<file path="src/rtl/tester_intr_pkg.sv">
// Shared definitions for the TesterHW AXI-Lite interrupt controller.
// Latency: none (constants, types and a pure helper function only).
// Backpressure: not applicable.
package tester_intr_pkg;

    // Byte offsets of the register map (compared against a word-aligned address)
    localparam logic [31:0] GIE_OFS  = 32'h00;
    localparam logic [31:0] IER_OFS  = 32'h04;
    localparam logic [31:0] ISR_OFS  = 32'h08;
    localparam logic [31:0] IAR_OFS  = 32'h0C;
    localparam logic [31:0] IPR_OFS  = 32'h10;
    localparam logic [31:0] MODE_OFS = 32'h14;
    localparam logic [31:0] ISET_OFS = 32'h18;

    localparam logic [1:0] RESP_OKAY = 2'b00;

    typedef enum logic {
        INTR_LEVEL = 1'b0,
        INTR_EDGE  = 1'b1
    } intr_mode_e;

    // Expand a 4-bit byte strobe into a 32-bit bit mask
    function automatic logic [31:0] strb_to_mask(input logic [3:0] strb);
        logic [31:0] mask;
        mask = '0;
        for (int b = 0; b < 4; b++) begin
            mask[8*b +: 8] = {8{strb[b]}};
        end
        return mask;
    endfunction

endpackage

</file>
<file path="src/rtl/tester_intr_ctrl_axil_if.sv">
// AXI4-Lite slave bus bundle for the interrupt controller register port.
// Latency: none (wiring only).
// Backpressure: carried by the standard valid/ready pairs on each channel.
interface tester_intr_ctrl_axil_if #(
    parameter int ADDR_WIDTH = 5,
    parameter int DATA_WIDTH = 32
);
    logic [ADDR_WIDTH-1:0]   awaddr;
    logic                    awvalid;
    logic                    awready;
    logic [DATA_WIDTH-1:0]   wdata;
    logic [DATA_WIDTH/8-1:0] wstrb;
    logic                    wvalid;
    logic                    wready;
    logic [1:0]              bresp;
    logic                    bvalid;
    logic                    bready;
    logic [ADDR_WIDTH-1:0]   araddr;
    logic                    arvalid;
    logic                    arready;
    logic [DATA_WIDTH-1:0]   rdata;
    logic [1:0]              rresp;
    logic                    rvalid;
    logic                    rready;

    modport master (
        output awaddr, awvalid, wdata, wstrb, wvalid, bready, araddr, arvalid, rready,
        input  awready, wready, bresp, bvalid, arready, rdata, rresp, rvalid
    );

    modport slave (
        input  awaddr, awvalid, wdata, wstrb, wvalid, bready, araddr, arvalid, rready,
        output awready, wready, bresp, bvalid, arready, rdata, rresp, rvalid
    );
endinterface

</file>
<file path="src/rtl/tester_intr_sync_edge.sv">
// Per-source metastability synchroniser followed by a rising-edge detector.
// Latency: sync_o follows src_i after C_SYNC_STAGES clocks; edge_o is high for the first synced-high cycle.
// Backpressure: none; free-running sampler.
module tester_intr_sync_edge #(
    parameter int C_SYNC_STAGES = 2
) (
    input  logic clk_i,
    input  logic rst_n_i,
    input  logic src_i,
    output logic sync_o,
    output logic edge_o
);

    logic [C_SYNC_STAGES-1:0] sync_q, sync_d;
    logic                     sync_dly_q;

    // Shift the raw source into the synchroniser chain
    always_comb begin
        sync_d = {sync_q[C_SYNC_STAGES-2:0], src_i};
    end

    // Synchroniser flops plus one delayed copy of the synced level for edge detection
    always_ff @(posedge clk_i or negedge rst_n_i) begin
        if (!rst_n_i) begin
            sync_q     <= '0;
            sync_dly_q <= 1'b0;
        end else begin
            sync_q     <= sync_d;
            sync_dly_q <= sync_q[C_SYNC_STAGES-1];
        end
    end

    assign sync_o = sync_q[C_SYNC_STAGES-1];
    assign edge_o = sync_q[C_SYNC_STAGES-1] & ~sync_dly_q;

endmodule

</file>
<file path="src/rtl/tester_intr_ctrl_axil.sv">
// Multi-source AXI4-Lite interrupt controller: per-channel edge/level capture, mask, ack, software set.
// Latency: irq_src -> irq is C_SYNC_STAGES + 2 clocks; AXI write B and read R arrive 2 clocks after valid.
// Backpressure: one write and one read outstanding; awready/arready held off while bvalid/rvalid wait.
module tester_intr_ctrl_axil #(
    parameter int C_NUM_IRQ          = 4,
    parameter int C_S_AXI_ADDR_WIDTH = 5,
    parameter int C_S_AXI_DATA_WIDTH = 32,
    parameter bit C_IRQ_ACTIVE_STATE = 1'b1,
    parameter int C_SYNC_STAGES      = 2
) (
    input  logic                 ACLK,
    input  logic                 ARESETN,
    input  logic [C_NUM_IRQ-1:0] irq_src,
    output logic                 irq,
    tester_intr_ctrl_axil_if.slave s_axi
);
    import tester_intr_pkg::*;

    localparam int N = C_NUM_IRQ;

    // Register state
    logic         gie_q, gie_d;
    logic [N-1:0] ier_q, ier_d;
    logic [N-1:0] mode_q, mode_d;
    logic [N-1:0] isr_q, isr_d;
    logic         irq_q, irq_d;

    // AXI channel state
    logic         awready_q, awready_d;
    logic         bvalid_q, bvalid_d;
    logic         arready_q, arready_d;
    logic         rvalid_q, rvalid_d;
    logic [31:0]  rdata_q, rdata_d;

    // Source path
    logic [N-1:0] src_sync, src_edge, src_set;

    // Write decode
    logic         wr_en, rd_en;
    logic [31:0]  wr_addr, rd_addr, wr_mask, wr_bits;
    logic [N-1:0] iar_clr, iset_bits;
    logic         unused_bits;

    for (genvar i = 0; i < N; i++) begin : g_src
        tester_intr_sync_edge #(
            .C_SYNC_STAGES (C_SYNC_STAGES)
        ) u_sync_edge (
            .clk_i   (ACLK),
            .rst_n_i (ARESETN),
            .src_i   (irq_src[i]),
            .sync_o  (src_sync[i]),
            .edge_o  (src_edge[i])
        );
    end

    // The master holds both valids until it sees the shared ready, so the handshake edge is the write edge
    assign wr_en   = awready_q && s_axi.awvalid && s_axi.wvalid;
    assign rd_en   = arready_q && s_axi.arvalid;
    assign wr_addr = 32'(s_axi.awaddr) & ~32'h3;
    assign rd_addr = 32'(s_axi.araddr) & ~32'h3;
    assign wr_mask = strb_to_mask(s_axi.wstrb);
    assign wr_bits = s_axi.wdata & wr_mask;
    assign unused_bits = ^{wr_bits, wr_mask};

    // Register writes honour byte strobes; IAR and ISET only produce one-cycle clear/set pulses
    always_comb begin
        gie_d     = gie_q;
        ier_d     = ier_q;
        mode_d    = mode_q;
        iar_clr   = '0;
        iset_bits = '0;
        if (wr_en) begin
            case (wr_addr)
                GIE_OFS:  if (s_axi.wstrb[0]) gie_d = s_axi.wdata[0];
                IER_OFS:  ier_d  = (ier_q  & ~wr_mask[N-1:0]) | wr_bits[N-1:0];
                MODE_OFS: mode_d = (mode_q & ~wr_mask[N-1:0]) | wr_bits[N-1:0];
                IAR_OFS:  iar_clr   = wr_bits[N-1:0];
                ISET_OFS: iset_bits = wr_bits[N-1:0];
                default:  ;
            endcase
        end
    end

    // Status capture: set (source or software) beats ack, so a still-high level source re-latches
    always_comb begin
        src_set = '0;
        for (int i = 0; i < N; i++) begin
            src_set[i] = (intr_mode_e'(mode_q[i]) == INTR_EDGE) ? src_edge[i] : src_sync[i];
        end
        isr_d = (isr_q & ~iar_clr) | src_set | iset_bits;
        irq_d = (gie_q && |(isr_q & ier_q)) ? C_IRQ_ACTIVE_STATE : ~C_IRQ_ACTIVE_STATE;
    end

    // AXI handshakes and registered read data; the read mux samples pre-write register values
    always_comb begin
        awready_d = !awready_q && s_axi.awvalid && s_axi.wvalid && !bvalid_q;
        bvalid_d  = bvalid_q;
        if (wr_en) begin
            bvalid_d = 1'b1;
        end else if (bvalid_q && s_axi.bready) begin
            bvalid_d = 1'b0;
        end

        arready_d = !arready_q && s_axi.arvalid && !rvalid_q;
        rvalid_d  = rvalid_q;
        rdata_d   = rdata_q;
        if (rd_en) begin
            rvalid_d = 1'b1;
            case (rd_addr)
                GIE_OFS:  rdata_d = {31'b0, gie_q};
                IER_OFS:  rdata_d = 32'(ier_q);
                ISR_OFS:  rdata_d = 32'(isr_q);
                IPR_OFS:  rdata_d = 32'(isr_q & ier_q);
                MODE_OFS: rdata_d = 32'(mode_q);
                default:  rdata_d = 32'h0;
            endcase
        end else if (rvalid_q && s_axi.rready) begin
            rvalid_d = 1'b0;
        end
    end

    // State register for the whole controller; reset aborts any transaction in flight
    always_ff @(posedge ACLK or negedge ARESETN) begin
        if (!ARESETN) begin
            gie_q     <= 1'b0;
            ier_q     <= '0;
            mode_q    <= '0;
            isr_q     <= '0;
            irq_q     <= ~C_IRQ_ACTIVE_STATE;
            awready_q <= 1'b0;
            bvalid_q  <= 1'b0;
            arready_q <= 1'b0;
            rvalid_q  <= 1'b0;
            rdata_q   <= '0;
        end else begin
            gie_q     <= gie_d;
            ier_q     <= ier_d;
            mode_q    <= mode_d;
            isr_q     <= isr_d;
            irq_q     <= irq_d;
            awready_q <= awready_d;
            bvalid_q  <= bvalid_d;
            arready_q <= arready_d;
            rvalid_q  <= rvalid_d;
            rdata_q   <= rdata_d;
        end
    end

    assign s_axi.awready = awready_q;
    assign s_axi.wready  = awready_q;
    assign s_axi.bresp   = RESP_OKAY;
    assign s_axi.bvalid  = bvalid_q;
    assign s_axi.arready = arready_q;
    assign s_axi.rdata   = rdata_q;
    assign s_axi.rresp   = RESP_OKAY;
    assign s_axi.rvalid  = rvalid_q;
    assign irq           = irq_q;

endmodule

</file>
<file path="src/flat_wrapper.sv">
// flat-port wrapper written by rule: the top's interface ports become plain ports
module tester_intr_ctrl_axil_flat import tester_intr_pkg::*;
#(
    parameter int C_NUM_IRQ          = 4,
    parameter int C_S_AXI_ADDR_WIDTH = 5,
    parameter int C_S_AXI_DATA_WIDTH = 32,
    parameter bit C_IRQ_ACTIVE_STATE = 1'b1,
    parameter int C_SYNC_STAGES      = 2
)
  (ACLK, ARESETN, irq_src, irq, s_axi_awaddr, s_axi_awvalid, s_axi_wdata, s_axi_wstrb, s_axi_wvalid, s_axi_bready, s_axi_araddr, s_axi_arvalid, s_axi_rready, s_axi_awready, s_axi_wready, s_axi_bresp, s_axi_bvalid, s_axi_arready, s_axi_rdata, s_axi_rresp, s_axi_rvalid);
  tester_intr_ctrl_axil_if #(.ADDR_WIDTH(5), .DATA_WIDTH(32)) s_axi_i ();
  input  logic ACLK;
  input  logic ARESETN;
  input  logic [C_NUM_IRQ-1:0] irq_src;
  output logic irq;
  input wire logic [$bits(s_axi_i.awaddr)-1:0] s_axi_awaddr;
  input wire logic [$bits(s_axi_i.awvalid)-1:0] s_axi_awvalid;
  input wire logic [$bits(s_axi_i.wdata)-1:0] s_axi_wdata;
  input wire logic [$bits(s_axi_i.wstrb)-1:0] s_axi_wstrb;
  input wire logic [$bits(s_axi_i.wvalid)-1:0] s_axi_wvalid;
  input wire logic [$bits(s_axi_i.bready)-1:0] s_axi_bready;
  input wire logic [$bits(s_axi_i.araddr)-1:0] s_axi_araddr;
  input wire logic [$bits(s_axi_i.arvalid)-1:0] s_axi_arvalid;
  input wire logic [$bits(s_axi_i.rready)-1:0] s_axi_rready;
  output wire logic [$bits(s_axi_i.awready)-1:0] s_axi_awready;
  output wire logic [$bits(s_axi_i.wready)-1:0] s_axi_wready;
  output wire logic [$bits(s_axi_i.bresp)-1:0] s_axi_bresp;
  output wire logic [$bits(s_axi_i.bvalid)-1:0] s_axi_bvalid;
  output wire logic [$bits(s_axi_i.arready)-1:0] s_axi_arready;
  output wire logic [$bits(s_axi_i.rdata)-1:0] s_axi_rdata;
  output wire logic [$bits(s_axi_i.rresp)-1:0] s_axi_rresp;
  output wire logic [$bits(s_axi_i.rvalid)-1:0] s_axi_rvalid;
  assign s_axi_i.awaddr = s_axi_awaddr;
  assign s_axi_i.awvalid = s_axi_awvalid;
  assign s_axi_i.wdata = s_axi_wdata;
  assign s_axi_i.wstrb = s_axi_wstrb;
  assign s_axi_i.wvalid = s_axi_wvalid;
  assign s_axi_i.bready = s_axi_bready;
  assign s_axi_i.araddr = s_axi_araddr;
  assign s_axi_i.arvalid = s_axi_arvalid;
  assign s_axi_i.rready = s_axi_rready;
  assign s_axi_awready = s_axi_i.awready;
  assign s_axi_wready = s_axi_i.wready;
  assign s_axi_bresp = s_axi_i.bresp;
  assign s_axi_bvalid = s_axi_i.bvalid;
  assign s_axi_arready = s_axi_i.arready;
  assign s_axi_rdata = s_axi_i.rdata;
  assign s_axi_rresp = s_axi_i.rresp;
  assign s_axi_rvalid = s_axi_i.rvalid;
  tester_intr_ctrl_axil #(.C_NUM_IRQ(C_NUM_IRQ), .C_S_AXI_ADDR_WIDTH(C_S_AXI_ADDR_WIDTH), .C_S_AXI_DATA_WIDTH(C_S_AXI_DATA_WIDTH), .C_IRQ_ACTIVE_STATE(C_IRQ_ACTIVE_STATE), .C_SYNC_STAGES(C_SYNC_STAGES)) u_core (.ACLK(ACLK), .ARESETN(ARESETN), .irq_src(irq_src), .irq(irq), .s_axi(s_axi_i));
endmodule
</file>
<file path="config.mk">
export PLATFORM = sky130hd
export DESIGN_NAME = tester_intr_ctrl_axil_flat
export DESIGN_NICKNAME = d
export VERILOG_FILES = /design/src/rtl/tester_intr_pkg.sv /design/src/rtl/tester_intr_ctrl_axil_if.sv /design/src/rtl/tester_intr_sync_edge.sv /design/src/rtl/tester_intr_ctrl_axil.sv /design/src/flat_wrapper.sv
export SDC_FILE = /design/constraint.sdc
export NUM_CORES = 1
export LEC_CHECK = 0
export BUFFER_PORTS_ARGS = -buffer_cell sky130_fd_sc_hd__clkbuf_2
export CORE_MARGIN = 5
export CORE_UTILIZATION = 26
export DETAILED_ROUTE_END_ITERATION = 16
export PLACE_DENSITY_LB_ADDON = 0.3
export SYNTH_ARGS = -nofsm -noshare
export SYNTH_HDL_FRONTEND = slang
export SYNTH_SLANG_ARGS = --single-unit
</file>
<file path="constraint.sdc">
create_clock -name ACLK -period 2 [get_ports ACLK]
set_input_delay 0.1 -clock ACLK [delete_from_list [all_inputs] [get_ports ACLK]]
set_output_delay 0.1 -clock ACLK [all_outputs]
set_load 0.02 [all_outputs]
</file>
Yosys cells after proc, flatten, opt, wreduce, memory -nomap -nowiden
Cells that the tools add are included. W data, S select, Z words.

Bits in registers: 62. Input bits: 57. Output and inout port bits: 42. Logic and storage cells: 83.

Equality and inequality tests: 8. Muxes and demuxes: 14. Bitwise operators: 20. Reductions and logical operators: 23.

Operator list (count): $pmux W32 S5 (1); $logic_not A32 Y1 (2); $and A4 B4 Y4 (6); $mux W4 (4); $or A4 B4 Y4 (4); $eq A3 B3 Y1 const B (4); $logic_and A1 B1 Y1 (11); $mux W1 (9); $not A4 Y4 (2); $eq A3 B1 Y1 const B (2); $eq A3 B2 Y1 const B (2); $and A1 B1 Y1 (4); $logic_not A1 Y1 (4); $not A1 Y1 (4); $reduce_and A2 Y1 (2); $reduce_bool A2 Y1 (2); $reduce_or A4 Y1 (1); $reduce_and A3 Y1 (1).

Logic depth before layout (Yosys ltp)
Word-level depth: 7. Mapped depth: 4. Depth with buffers taken out: 3.

Hierarchy
From an unflattened synthesis, not the netlist that was laid out.

Cells, all modules: 141. Area, all modules: 1715.4 µm².

By module, submodules not included: tester_intr_ctrl_axil (times used 1, cells an instance 125, area each 1360.1 µm², seq. area each 550.5 µm²); tester_intr_sync_edge (times used 4, cells an instance 4, area each 88.8 µm², seq. area each 75.1 µm²).

Worst setup path before layout
OpenSTA, ideal clock, no wires.

Kind: register to register. Start point: register u_core.awready_q, in the netlist u_core.s_axi.awready. End point: register (tool-made name). Setup time: 0.125 ns. Data arrival time: 1.585 ns. Required time: 1.875 ns. Setup slack: 0.290 ns. Stages on the path, launching flop included: 5. Buffers on the path: 1. Clock period less this slack: 1.710 ns. Path through: dfrtp_1 nand4_1 or4_1 buf_2 mux2_4.

RTL lines: start, declared (line tester_intr_ctrl_axil.sv:29) `logic awready_q, awready_d;`; start signal, assigned (line tester_intr_ctrl_axil.sv:141) `awready_q <= awready_d;`.

==> impl_metrics.json <==
{
  "hpwl_um": 2470,
  "synth_ff_type": "dfrtp_1",
  "synth_edf_count": 0,
  "die_w_um": 90.1,
  "final_cell_mix": "34 x dfrtp_1, 32 x conb_1, 31 x clkbuf_2",
  "max_freq_mhz": 566,
  "ios": 99,
  "ir_drop_uv": 367,
  "reg2reg_from": "u_core.s_axi.awready$_DFF_PN0_",
  "path_class": "reg2reg",
  "cts.sinks": 34,
  "post_cts_buffers": 0,
  "hold_viol": 0,
  "final_cell_area_um2": 1930,
  "syn_inst": 149,
  "die_h_um": 90.1,
  "drt-total-wl_um": 3280,
  "dp_cells": 253,
  "cp-start-kind": "flip-flop",
  "cts_buffer_depth": 2,
  "place_congestion": 0.747,
  "cts_tree": "yes",
  "cp.required_ns": 2.17,
  "leakagePower_nw": 0.909,
  "p_per_area_nw_per_um2": 809,
  "final_common_cell": "dfrtp_1",
  "hp-start": "s_axi_rready",
  "io_buffers": 31,
  "maxSlewViolCount": 0,
  "ys_seq_elements": 34,
  "vias": 1129,
  "rsz0062_at_grt": "false",
  "die-area_um2": 8120,
  "layout-drive-gt1-share": 0.263,
  "synthArstFlopShare": 1.00,
  "wl_per_cell_um": 12.3,
  "hold_path_class": "in2reg",
  "grt_max_degree": 35,
  "drc": 0,
  "synth_area_um2": 1670,
  "min_period_over_period": 0.884,
  "finalSetupViolations": 0,
  "worst_setup_path_end_kind": "flip-flop",
  "synth_cell_type_count": 35,
  "antenna_found_initial": 0,
  "skew_ns": 0.00442,
  "tns_ns": 0,
  "core_area_um2": 6280,
  "first_pass_iters": 4,
  "fillers": 647,
  "nets": 246,
  "yosysWarnings": 0,
  "slew_headroom": 0.435,
  "area_delta_synth_final_pct": 16.0,
  "n_antenna_cell": 0,
  "dpl-instance-area_um2": 1780,
  "ant_nets": 0,
  "clock_latency_ns": 0.28,
  "worstPathArrival_ns": 1.94,
  "clock_tree.root_cell": "clkbuf_8",
  "start_util": 0.266,
  "syn_area_per_cell_um2": 11.2,
  "crit_start": "u_core.s_axi.awready$_DFF_PN0_",
  "clkTransAtPathRegs_ns": 0.07,
  "grt_use_total": 0.0832,
  "cap_violations": 0,
  "rows": 29,
  "viasPerCell": 4.23,
  "layout.cells.non_filler": 267,
  "htree_levels": 2,
  "cts_made_buffers": 5,
  "grt_pass1_wl_um": 5440,
  "crit_fanout": 7,
  "fin_util": 0.308,
  "outcome": "complete, no violations",
  "grt_pass1_vias": 1077,
  "hold_ws_ns": 0.00742,
  "grt_overflow": 0,
  "drt_iter0_drc": 43,
  "tightest_slew_ns": 0.847,
  "period_minus_slack_ns": 1.77,
  "ys_seq_area_frac": 0.510
}
==> synth_stat cells (4+ instances only) <==
cell,n,area share
inv_1,4,0.0090
nand2_1,8,0.018
nand3b_1,4,0.018
a21oi_1,9,0.027
buf_4,33,0.15
a21boi_0,4,0.018
mux2_2,5,0.034
dfrtp_1,34,0.51
nand3_1,4,0.012
a221o_1,4,0.024
mux2_4,4,0.036
==> routing by layer <==
| metal | track usage | vias to the layer above | part of all wire | wire length [um] |
|---|---|---|---|---|
| met5 | 0 | - | 0 | 0 |
| met4 | 0.0261 | 0 | 0.0076 | 25 |
| met3 | 0.0409 | 4 | 0.099 | 326 |
| met2 | 0.105 | 55 | 0.39 | 1290 |
| met1 | 0.122 | 524 | 0.50 | 1640 |
| li1 | - | 546 | - | - |
==> report_power, final <==
part           switching [W]  leakage (nW)  internal [W]  total [W]
logic               0.000177         0.448     0.0000899   0.000267
clock network       0.000245        0.0482      0.000278   0.000522
registers          0.0000335         0.412      0.000743   0.000776
total               0.000455         0.909       0.00111    0.00157
==> logic make-up (layout without fill, tap and decap cells) <==
group / Yosys count / in the layout / synth area share
other: 1 / 32 / 0.00225
AND/OR/NAND/NOR: 34 / 34 / 0.118
flip-flops: 34 / 34 / 0.510
multiplexers: 9 / 9 / 0.0698
buffers and inverters: 41 / 51 / 0.167
AO/OA/AOI/OAI: 30 / 30 / 0.133
==> repair_timing <==
item / CTS / global route
gates resized for setup: 0 / 0
hold buffers: 6 / 0
hold endpoints to repair: 39 / 0
==> critical path, cell delays in order, from the launching register on <==
cell	delay, ns
dfrtp_1	0.40
nand4_1	0.27
or4_1	0.63
mux2_4	0.35
==> final timing paths <==
kind,to,slack [ns],cells past startpoint
worst max register to register,flip-flop,0.23,3
min in group asynchronous,u_core.g_src[1].u_sync_edge.sync_q[0]$_DFF_PN0_,0.45,2
worst max-delay path,flip-flop,0.23,3
max in group asynchronous,u_core.s_axi.rvalid$_DFFE_PN0P_,1.02,2
worst min-delay path,u_core.s_axi.rvalid$_DFFE_PN0P_,0.007,2
worst min register to register,u_core.g_src[3].u_sync_edge.sync_q[1]$_DFF_PN0_,0.35,0
==> per-stage QoR <==
step / worst slack [ns] / total power, W
6_report: 0.233 / 0.00157
5_1_grt: 0.0919 / 0.00167
4_1_cts: 0.219 / 0.00159
3_5_place_dp: 0.237 / 0.00105
3_3_place_gp: 0.218 / 0.00105
2_1_floorplan: 0.290 / 0.00100
==> cell type report <==
type | instances | area (um2) | area share
sequential | 34 | 851 | 0.440
multi-input combinational | 105 | 654 | 0.338
timing repair buffer | 38 | 223 | 0.115
tap | 77 | 96.3 | 0.0498
clock buffer | 7 | 86.3 | 0.0446
inverter | 5 | 18.8 | 0.00970
clock inverter | 1 | 5.00 | 0.00259
No activity file was read; power rests on OpenSTA's default activity.
